File: config.mk
export PLATFORM = sky130hd
export DESIGN_NAME = mux_scan_receiver
export DESIGN_NICKNAME = d
export VERILOG_FILES = /design/src/rtl/mux_scan_receiver.sv
export SDC_FILE = /design/constraint.sdc
export NUM_CORES = 1
export LEC_CHECK = 0
export CORE_MARGIN = 2
export CORE_UTILIZATION = 43
export DETAILED_ROUTE_END_ITERATION = 10
export PLACE_DENSITY = 0.8
export SLEW_MARGIN = 10
export SYNTH_ARGS = -nofsm -noshare
export SYNTH_HDL_FRONTEND = slang
export SYNTH_SLANG_ARGS = --single-unit
File: constraint.sdc
create_clock -name clk -period 1.4 [get_ports clk]
set_input_delay 0.35 -clock clk [delete_from_list [all_inputs] [get_ports clk]]
set_output_delay 0.35 -clock clk [all_outputs]
set_load 0.01 [all_outputs]
File: src/rtl/mux_scan_receiver.sv
// Scan controller and receiver for a remote 4:1 mux: steps the select lines,
// samples mux_out at the end of each slot and publishes complete 4-bit frames.
module mux_scan_receiver #(
    parameter int unsigned SLOT_CYCLES = 4
) (
    input  logic       clk,
    input  logic       reset,
    input  logic       enable,
    input  logic       mux_out,
    output logic [1:0] select,
    output logic [3:0] data_out,
    output logic       frame_valid,
    output logic [9:0] LED
);

    localparam int unsigned CNT_W = $clog2(SLOT_CYCLES);
    localparam logic [CNT_W-1:0] CNT_LAST = CNT_W'(SLOT_CYCLES - 1);

    logic [CNT_W-1:0] cnt_q, cnt_d;
    logic [1:0]       select_q, select_d;
    logic [2:0]       shadow_q, shadow_d;
    logic [3:0]       data_q, data_d;
    logic             frame_valid_q, frame_valid_d;

    always_comb begin
        cnt_d         = cnt_q;
        select_d      = select_q;
        shadow_d      = shadow_q;
        data_d        = data_q;
        frame_valid_d = 1'b0;
        if (enable) begin
            if (cnt_q == CNT_LAST) begin
                cnt_d    = '0;
                select_d = select_q + 2'd1;
                // Slots 0..2 land in the shadow; slot 3 commits the whole frame at once.
                case (select_q)
                    2'd0: shadow_d[0] = mux_out;
                    2'd1: shadow_d[1] = mux_out;
                    2'd2: shadow_d[2] = mux_out;
                    default: begin
                        data_d        = {mux_out, shadow_q};
                        frame_valid_d = 1'b1;
                    end
                endcase
            end else begin
                cnt_d = cnt_q + 1'b1;
            end
        end
    end

    always_ff @(posedge clk) begin
        if (reset) begin
            cnt_q         <= '0;
            select_q      <= '0;
            shadow_q      <= '0;
            data_q        <= '0;
            frame_valid_q <= 1'b0;
        end else begin
            cnt_q         <= cnt_d;
            select_q      <= select_d;
            shadow_q      <= shadow_d;
            data_q        <= data_d;
            frame_valid_q <= frame_valid_d;
        end
    end

    assign select      = select_q;
    assign data_out    = data_q;
    assign frame_valid = frame_valid_q;
    assign LED         = {select_q, frame_valid_q, mux_out, 2'b00, data_q};

endmodule

==> flow_summary_export.csv <==
group,metric,value,unit
placed_design,port_buffers,18,
clocking,htreeDepth,1,
grt,grt_overflow,0,
die,rows,13,
clocking,hold_buffers,0,
clocking,cts-root-buf,"clkbuf_4",
sta,fin_crit_sh,92.7,%
status,status,"complete, no violations",
worst_setup_path,critical_path_class,"in -> out",
placed_design,place.gp.congestion,0.670,
worst_setup_path,path_cells,"clkdlybuf4s50_1 -> buf_2",
hold_path,hp-class,"reg -> reg",
clocking,numCtsBuffers,3,
sta,timing.final.hold_violations,0,
finish,multi_input_area,310,µm²
worst_setup_path,cp_slowest_cell,"clkdlybuf4s50_1",
finish,ff_latch_area,240,µm²
detailed_routing,vias,475,
placed_design,detailed_place.area,817,µm²
clocking,cts_tree,"done",
die,die_w,42.7,µm
sta,skew,3.96,ps
sta,setup_viol,0,
grt,grt_pass1_wl,1790,µm
synthesis,ys_ff_latch,12,
die,pin_count,21,
finish,instances_no_fill,97,
clocking,cts_buffer_depth,2,
synthesis,ys_seq_area_share,37.3,%
synthesis,ys_warn_count,0,
grt,grt_start_max_net_pins,9,
detailed_routing,drc,0,
sta,rsz0062_at_grt,"false",
die,die_area,1820,µm²
die,die_h,42.7,µm
worst_setup_path,end_kind,"primary output",
sta,final_max_slew_viol_count,0,
die,core-area,1350,µm²
detailed_routing,routed_wl,1040,µm
finish,nets,94,
detailed_routing,drt_pass1_iterations,3,
finish,drive_above_1_share,18.3,%
worst_setup_path,worstPathRequired,1050,ps
sta,min_period,1300,ps
worst_setup_path,worstRegToRegCells,3,
worst_setup_path,crit_arrival,950,ps
worst_setup_path,critPathTopFamily,"buffers and inverters",
finish,area_growth,26.8,%
power,pwr_density_cell,757,nW/µm²
power,peakVddDrop,0.000355,V
finish,n_antenna_cell,0,
detailed_routing,wl_per_cell,10.8,µm
clocking,postCtsSetupRepairBufs,0,
clocking,clkTransAtPathRegs,70,ps
worst_setup_path,critPathMaxStageDelay,470,ps
grt,grt_usage,13.3,%
worst_setup_path,critical_path_buf_inv_count,2,
die,start_util,47.7,%
placed_design,place_inst,94,
detailed_routing,routed_via_density,4.90,
synthesis,syn_area,644,µm²
clocking,insertion_delay,270,ps
grt,grt_pass1_vias,457,
run,cap_violations,0,
worst_setup_path,start_kind,"primary input",
synthesis,syn_inst,64,
grt,antenna_found_initial,0,
detailed_routing,ant_nets,0,
hold_path,hold_depth,2,
worst_setup_path,cp_max_fo,2,
finish,final_area,817,µm²
clocking,cts_resized,18,
detailed_routing,drt_iter0_drc,2,
sta,fmax,0.771,GHz
clocking,cts_sinks,12,
power,p_leak,0.452,nW
placed_design,dp_hpwl,839,µm
worst_setup_path,critical_path_depth,2,
finish,fill_cells,131,
synthesis,synth.avg_cell_area,10.1,µm²
sta,fin_hold_ws,478,ps
synthesis,synthDistinctLibCells,14,
==> power by group <==
group | internal [mW] | switching [mW] | leakage [nW]
Combinational | 0.0327 | 0.0243 | 0.342
Clock | 0.0996 | 0.111 | 0.0138
Sequential | 0.346 | 0.00426 | 0.0970
==> tightest hold or removal path, delay by kind of cell, from the launching register on <==
family           cells  cell delay [ps]
muxes                1               50
DFF                  1              320
and+or+nand+nor      1               60
==> stage by stage <==
stage	util (%)	power [mW]	worst slack [ps]	TNS (ps)
global route	60.5	0.642	80.5	0
global placement	60.5	0.416	-309	-626
detailed placement	60.5	0.418	-312	-605
CTS	60.5	0.626	95.4	0
floorplan	-	0.395	303	0
finish	60.5	0.618	103	0
==> layer usage <==
| layer | wire, µm | GRT usage, % | share of wire (%) | up-vias |
|---|---|---|---|---|
| met4 | 33 | 9.38 | 3.2 | 0 |
| li1 | - | - | - | 240 |
| met3 | 48 | 3.83 | 4.6 | 5 |
| met5 | 0 | 0 | 0 | - |
| met2 | 513 | 22.4 | 49 | 13 |
| met1 | 448 | 14.0 | 43 | 217 |
==> logic make-up after synthesis <==
logic type | after synthesis | synth area share, %
and+or+nand+nor | 18 | 17.5
other | 1 | 0.582
muxes | 8 | 12.4
DFF | 12 | 37.3
buffers and inverters | 14 | 15.1
AOI/OAI and AO/OA | 5 | 5.44
adders and majority gates | 6 | 11.7
==> path summary, 6_finish.rpt <==
path / slack [ps] / to / from
hold / removal: 480 / data_out[0]$_SDFFE_PP0P_ / data_out[0]$_SDFFE_PP0P_
setup reg to reg: 210 / cnt_q[0]$_SDFFE_PP0P_ / cnt_q[0]$_SDFFE_PP0P_
hold reg to reg: 480 / data_out[0]$_SDFFE_PP0P_ / data_out[0]$_SDFFE_PP0P_
setup / recovery: 100 / LED[6] / mux_out
==> cell usage after synthesis, drive strengths merged <==
master | instances | area share [%]
dfxtp | 12 | 37
a21oi | 3 | 2.3
nand2b | 9 | 8.7
nor2 | 1 | 0.58
a21bo | 2 | 3.1
inv | 2 | 1.2
ha | 6 | 12
mux2i | 8 | 12
and4b | 1 | 1.7
nand3b | 1 | 1.2
conb | 1 | 0.58
nand3 | 5 | 3.9
or3b | 1 | 1.4
buf | 12 | 14
==> registers in the layout, summed over array words and instances, names as in the netlist <==
signal,count
shadow_q,3
data_out,4
cnt_q,2
frame_valid,1
select,2
==> final cells by class <==
type | count | area share [%]
tap | 15 | 2.30
clock buffer | 3 | 2.76
sequential | 12 | 29.4
timing repair buffer | 26 | 26.6
multi-input combinational | 39 | 38.0
inverter | 2 | 0.919
==> cells in the final DEF (no fill, tap or decap), drive strengths merged <==
master,Yosys,routed
ha,6,6
conb,1,2
inv,2,2
dlygate4sd2,0,14
buf,12,9
dfxtp,12,12
and4b,1,1
or3b,1,1
a21oi,3,3
nand3,5,5
a21bo,2,2
nand3b,1,1
clkbuf,0,3
clkdlybuf4s50,0,3
nand2b,9,9
mux2i,8,8
nor2,1,1
(Power assumes the default switching activity.)
